File: src/rtl/stable_matching_pkg.sv
// stable_matching_pkg: shared FSM state type and p_input/m_in field-offset helpers
package stable_matching_pkg;

    typedef enum logic [2:0] {IDLE, CHK, INV, SCAN_A, SCAN_B, DONE} state_t;

    // bit offset of A member s, entry k inside p_input
    function automatic int a_off(input int s, input int k, input int ks, input int lr);
        return (s * ks + k) * lr;
    endfunction

    // bit offset of B member r, entry j inside p_input; base = S*Ks*logR
    function automatic int b_off(input int r, input int j, input int kr, input int ls, input int base);
        return base + (r * kr + j) * ls;
    endfunction

    // bit offset of the partner code of receiver r inside m_in
    function automatic int m_off(input int r, input int ls);
        return r * ls;
    endfunction

endpackage

File: src/rtl/stable_matching_rank_scan.sv
// stable_matching_rank_scan: walks one B preference list, one entry per cycle,
// deciding whether target s is ranked above the current partner.
// Ports: clk, rst_n; en (scan active); target, partner (codes >= S = unmatched);
//        list (Kr packed entries of the receiver); fin (decision strobe); block (target wins).
module stable_matching_rank_scan #(
    parameter int Kr = 10,
    parameter int S  = 10,
    localparam int LS = $clog2(S)
) (
    input  logic             clk,
    input  logic             rst_n,
    input  logic             en,
    input  logic [LS-1:0]    target,
    input  logic [LS-1:0]    partner,
    input  logic [Kr*LS-1:0] list,
    output logic             fin,
    output logic             block
);
    localparam int LJ = Kr > 1 ? $clog2(Kr) : 1;

    logic [LJ-1:0] j;
    logic [LS-1:0] e;
    logic          hit_t, hit_p;

    always_comb begin
        e     = list[int'(j) * LS +: LS];
        hit_t = e == target;
        // padding never matches an unmatched partner code
        hit_p = e == partner && int'(e) < S;
        block = en & hit_t;
        fin   = en & (hit_t | hit_p | int'(j) == Kr - 1);
    end

    // index returns to 0 whenever a decision is made or the scan is idle
    always_ff @(posedge clk or negedge rst_n)
        if (!rst_n) j <= '0;
        else        j <= (en && !fin) ? j + LJ'(1) : '0;

endmodule

File: src/rtl/stable_matching_verifier.sv
// stable_matching_verifier: sequential blocking-pair / duplicate-partner checker for a latched matching.
// Ports: clk, rst_n (async, active-low); start; p_input (packed A then B prefs); m_in (partners + valid bit);
//        busy, done (1-cycle pulse), stable, err_dup, bp_s/bp_r (first blocking pair), bp_cnt (saturating).
// Macro STABLE_VERIF_EARLY_EXIT_EN: stop at the first blocking pair instead of counting all of them.
module stable_matching_verifier
    import stable_matching_pkg::*;
#(
    parameter int Kr = 10,
    parameter int Ks = 10,
    parameter int S  = 10,
    parameter int R  = 10,
    localparam int logS = $clog2(S),
    localparam int logR = $clog2(R),
    localparam int PW   = R * Kr * logS + S * Ks * logR,
    localparam int MW   = R * logS + 1,
    localparam int CW   = logS + logR + 1
) (
    input  logic            clk,
    input  logic            rst_n,
    input  logic            start,
    input  logic [PW-1:0]   p_input,
    input  logic [MW-1:0]   m_in,
    output logic            busy,
    output logic            done,
    output logic            stable,
    output logic            err_dup,
    output logic [logS-1:0] bp_s,
    output logic [logR-1:0] bp_r,
    output logic [CW-1:0]   bp_cnt
);
    localparam int LK = Ks > 1 ? $clog2(Ks) : 1;
`ifdef STABLE_VERIF_EARLY_EXIT_EN
    localparam bit EARLY = 1'b1;
`else
    localparam bit EARLY = 1'b0;
`endif

    state_t          state, state_n;
    logic [PW-1:0]   p_l;
    logic [MW-1:0]   m_l;
    logic [logR-1:0] part_a [S];
    logic [S-1:0]    set_a;
    logic [logS-1:0] s_i, inv_s, partner;
    logic [LK-1:0]   k_i;
    logic [logR-1:0] r_i, a_r;
    logic            fin_l, inv_ok, inv_dup, a_pad, a_match, last_k, last_s;
    logic            nk, ns, sb_fin, sb_block;

    always_comb begin
        inv_s   = m_l[m_off(int'(r_i), logS) +: logS];
        inv_ok  = int'(inv_s) < S;
        inv_dup = inv_ok && set_a[inv_s];
        a_r     = p_l[a_off(int'(s_i), int'(k_i), Ks, logR) +: logR];
        a_pad   = int'(a_r) >= R;
        a_match = set_a[s_i] && part_a[s_i] == a_r;
        partner = m_l[m_off(int'(a_r), logS) +: logS];
        last_k  = int'(k_i) == Ks - 1;
        last_s  = int'(s_i) == S - 1;
        nk      = (state == SCAN_A && a_pad) || (state == SCAN_B && sb_fin);
        ns      = state == SCAN_A && !a_pad && a_match;
        done    = state == DONE;
        busy    = state inside {CHK, INV, SCAN_A, SCAN_B};
        stable  = fin_l & m_l[MW-1] & ~err_dup & (bp_cnt == '0);
    end

    stable_matching_rank_scan #(.Kr(Kr), .S(S)) u_scan (
        .clk    (clk),
        .rst_n  (rst_n),
        .en     (state == SCAN_B),
        .target (s_i),
        .partner(partner),
        .list   (p_l[b_off(int'(a_r), 0, Kr, logS, S * Ks * logR) +: Kr * logS]),
        .fin    (sb_fin),
        .block  (sb_block)
    );

    always_comb begin
        state_n = state;
        unique case (state)
            IDLE:   state_n = start ? CHK : IDLE;
            CHK:    state_n = m_l[MW-1] ? INV : DONE;
            INV:    state_n = inv_dup ? DONE : (int'(r_i) == R - 1 ? SCAN_A : INV);
            SCAN_A: state_n = a_pad   ? (last_k && last_s ? DONE : SCAN_A)
                            : a_match ? (last_s ? DONE : SCAN_A) : SCAN_B;
            SCAN_B: state_n = !sb_fin ? SCAN_B
                            : (EARLY && sb_block) || (last_k && last_s) ? DONE : SCAN_A;
            DONE:   state_n = IDLE;
            default: state_n = IDLE;
        endcase
    end

    always_ff @(posedge clk or negedge rst_n) begin
        if (!rst_n) begin
            state   <= IDLE;
            p_l     <= '0;
            m_l     <= '0;
            set_a   <= '0;
            s_i     <= '0;
            k_i     <= '0;
            r_i     <= '0;
            fin_l   <= 1'b0;
            err_dup <= 1'b0;
            bp_s    <= '0;
            bp_r    <= '0;
            bp_cnt  <= '0;
        end else begin
            state <= state_n;
            fin_l <= fin_l | (state_n == DONE);
            if (state == IDLE && start) begin
                p_l     <= p_input;
                m_l     <= m_in;
                set_a   <= '0;
                s_i     <= '0;
                k_i     <= '0;
                r_i     <= '0;
                fin_l   <= 1'b0;
                err_dup <= 1'b0;
                bp_s    <= '0;
                bp_r    <= '0;
                bp_cnt  <= '0;
            end
            if (state == INV) begin
                r_i <= r_i + logR'(1);
                if (inv_dup) err_dup <= 1'b1;
                else if (inv_ok) set_a[inv_s] <= 1'b1;
            end
            if (ns || (nk && last_k)) begin
                s_i <= s_i + logS'(1);
                k_i <= '0;
            end else if (nk) begin
                k_i <= k_i + LK'(1);
            end
            if (state == SCAN_B && sb_block) begin
                bp_cnt <= bp_cnt + CW'(~&bp_cnt);
                if (bp_cnt == '0) begin
                    bp_s <= s_i;
                    bp_r <= a_r;
                end
            end
        end
    end

    // partner table is qualified by set_a, so it needs no reset
    always_ff @(posedge clk)
        if (state == INV && inv_ok && !inv_dup) part_a[inv_s] <= r_i;

endmodule

File: config.mk
export PLATFORM = sky130hd
export DESIGN_NAME = stable_matching_verifier
export DESIGN_NICKNAME = d
export VERILOG_FILES = /design/src/rtl/stable_matching_pkg.sv /design/src/rtl/stable_matching_rank_scan.sv /design/src/rtl/stable_matching_verifier.sv
export SDC_FILE = /design/constraint.sdc
export NUM_CORES = 2
export LEC_CHECK = 0
export BUFFER_PORTS_ARGS = -buffer_cell sky130_fd_sc_hd__buf_2
export CORE_AREA = 2 2 333 335
export DETAILED_ROUTE_END_ITERATION = 10
export DIE_AREA = 0 0 335 337
export PLACE_DENSITY = 0.66
export SKIP_LAST_GASP = 1
export SYNTH_ARGS = -nofsm -noshare
export SYNTH_HDL_FRONTEND = slang
export SYNTH_SLANG_ARGS = --single-unit
File: constraint.sdc
create_clock -name clk -period 8.2 [get_ports clk]
set_input_delay 1.23 -clock clk [delete_from_list [all_inputs] [get_ports clk]]
set_output_delay 1.23 -clock clk [all_outputs]
set_load 0.05 [all_outputs]
==> flow_metrics.tcl <==
set metrics [dict create \
    fillCellCount 10225 \
    whs_endpoint "p_l[113]" \
    multi_input_area_sq_mm 0.0229 \
    max_stage_delay_ps 1010 \
    grt_max_degree 220 \
    wire_per_inst_microns 27.9 \
    fp.dieW_microns 335 \
    rows 122 \
    synth_top_area_share_pct 46.1 \
    max_freq_ghz 0.133 \
    cts_sinks 929 \
    drtIter0Drc 4737 \
    vias_per_cell 5.75 \
    netlist_area_sq_mm 0.0482 \
    maxSlewHeadroom_pct 14.3 \
    crit_chain "ha_4 > fa_4 > buf_4 > mux4_2 > mux4_2 > o211ai_1 > o311ai_1 > a311o_1 > nand4_4 > buf_4 > mux2_2 > and3_1 > o31ai_1 > a32oi_1 > a311oi_1 > o32ai_2 > and4bb_1 > o2111ai_2 > nand3_1 > a21oi_2 > mux2i_1" \
    path_class "reg -> reg" \
    cts_buffers 99 \
    path_clk_slew_ps 60 \
    drcViolationCount 0 \
    crit-reg2reg-launch "k_i[1]" \
    grt.overflow.total 0 \
    worstHoldPathType "reg -> reg" \
    fin_tns_setup_ps 0 \
    r2r_cells 21 \
    crit_start "k_i[1]" \
    power.density_mw_per_mm2 435 \
    synthCells 5211 \
    synthTopCellsByCount "nand2_1, dfrtp_1, mux2i_1" \
    setup_viol 0 \
    endpoint_kind "flip-flop" \
    fin_crit_sh_pct 91.6 \
    seqCellArea_sq_mm 0.0235 \
    rr_endpoint "k_i[3]" \
    ff2ff_setup_slack_ps 690 \
    clock_latency_ps 700 \
    hold_viol 0 \
    pin_count 865 \
    grt_pass1_vias 41567 \
    ys_seq_area_share_pct 48.6 \
    synth_edf_count 40 \
    power_w 0.0248 \
    maxCapViolCount 0 \
    crit_slowest_cell "fa_4" \
    p_leak_nw 28.9 \
    synthArstFlopShare_pct 95.7 \
    worstMarginPinSlew_ps 1280 \
    postCtsResizedCells 0 \
    skew_ps 16.6 \
    cp.arrival_ps 8140 \
    floorplan.die_area_sq_mm 0.113 \
    chipHeight_microns 337 \
    ant_nets 0 \
    firstDrtPassIters 6 \
    htreeDepth 3 \
    worstPathRequired_ps 8830 \
    rsz0062_at_grt "false" \
    cts_setup_buffers 0 \
    grt_usage_pct 36.2 \
    cts_buffer_depth 3 \
    place.gp.congestion 1.05 \
    ys_top_cells_by_area "dfrtp_1, nand2_1, mux4_2, mux2i_1, edfxtp_1" \
    ir_drop_mv 0.255 \
    cts_tree "yes" \
    drt_wl_total_mm 207 \
    yosys_warnings 0 \
    outcome "finished, final reports clean" \
    syn_area_per_cell_sq_um 9.25 \
    portBuffers 864 \
    grt_antenna_before_repair 33 \
    dp_hpwl_mm 160 \
    layout-drive-gt1-share_pct 24.2 \
    yosysMostFrequentCell "nand2_1" \
    setup.worst_path.start_class "flip-flop" \
    core_sq_mm 0.110 \
    start_util_pct 44.0 \
    grt_first_pass_wirelength_mm 293 \
    path_max_fanout 13 \
    ys_types 100 \
    yosysTopAreaCell "dfrtp_1" \
    period_minus_slack_ps 7510 \
    final_nets 6794 \
    synthFlopType "dfrtp_1" \
    worstHoldStart "p_l[113]" \
    synthToLayoutAreaGrowth_pct 18.3 \
    holdBufCountCts 0 \
    via_count 42813 \
    drv_slew 0 \
    min_path_cells 2 \
    clock-root-buffer "clkbuf_16" \
    syn_nets 6074 \
    ys_ff_latch 929 \
]
final cells by class:
cell class / count / share of cell area (%)
Sequential cell: 929 / 41.1
Multi-Input combinational cell: 3911 / 40.2
Timing Repair Buffer: 972 / 9.53
Clock buffer: 137 / 5.04
Tap cell: 1426 / 3.13
Clock inverter: 44 / 0.856
Inverter: 18 / 0.118
Antenna cell: 11 / 0.0483
power breakdown:
part,total (W),internal (W),leakage [nW],switching (W)
clock,0.00464,0.00268,1.66,0.00196
combinational,0.0111,0.00414,15.8,0.00694
sequential,0.00910,0.00664,11.5,0.00246
total,0.0248,0.0135,28.9,0.0114
routing by layer:
metal / global-route usage (%) / share of wire (%)
met5: 0 / 0.11
met4: 17.5 / 5.6
met3: 8.51 / 8.4
met2: 58.0 / 47
met1: 46.4 / 39
logic make-up after synthesis:
kind of cell / after synthesis / synth area share (%)
XOR/XNOR: 21 / 0.420
AO/OA/AOI/OAI: 313 / 4.69
flip-flops: 929 / 48.6
multiplexers: 548 / 17.1
adder cells (fa/ha/maj): 19 / 0.524
buffers and inverters: 371 / 3.97
AND/OR/NAND/NOR: 3010 / 24.6
worst max path at each step:
| stage | endpoint | slack [ps] | cells after the start |
|---|---|---|---|
| global placement | k_i[0] | 860 | 22 |
| floorplan | k_i[0] | 2230 | 23 |
| CTS | k_i[3] | 820 | 21 |
| detailed placement | k_i[3] | 860 | 21 |
| finish | k_i[3] | 690 | 21 |
| global route | state[0] | 480 | 22 |
sequential cells by signal (all words and copies together) (netlist names):
name / count
m_l: 41
bp_s: 4
state: 3
bp_cnt: 9
r_i: 4
bp_r: 4
part_a: 40
s_i: 4
p_l: 800
k_i: 4
fin_l: 1
u_scan.j: 4
err_dup: 1
set_a: 10
worst max-delay path: cells and delay by family (launching register included):
kind,cells,cell delay (ps)
compound gates,9,2540
mux,4,1660
fa+ha+maj,2,1210
simple gates,4,1010
buf+inv,2,530
flops,1,450
stage by stage:
step	hold slack (ps)	setup WS [ps]	utilization, %	instances	instance area [sq um]
2_1_floorplan	440	2230	-	5211	48200
3_3_place_gp	451	861	48.9	7256	53600
3_5_place_dp	457	859	48.9	7256	53600
4_1_cts	472	817	52.0	7437	57000
5_1_grt	491	481	52.0	7438	57000
6_report	470	689	52.0	7448	57000
cells in the final DEF, fill, tap and decap left out, types with 14 or more instances in the layout:
cell type	n
nand2_1	2690
dfrtp_1	888
buf_2	863
mux2i_1	271
mux4_2	215
clkbuf_16	101
buf_4	85
nor2_1	77
nand3_1	67
mux2_2	59
o21ai_0	53
nor3_1	45
a21oi_1	43
edfxtp_1	40
buf_12	23
clkbuf_8	21
a31oi_1	20
nand4_1	20
clkinv_2	20
o22ai_1	19
a211oi_1	18
nor2b_1	17
and3_1	16
a21o_1	16
ha_1	16
xnor2_1	15
clkbuf_1	15
inv_1	14
nor4_1	14
(Power assumes the default switching activity.)
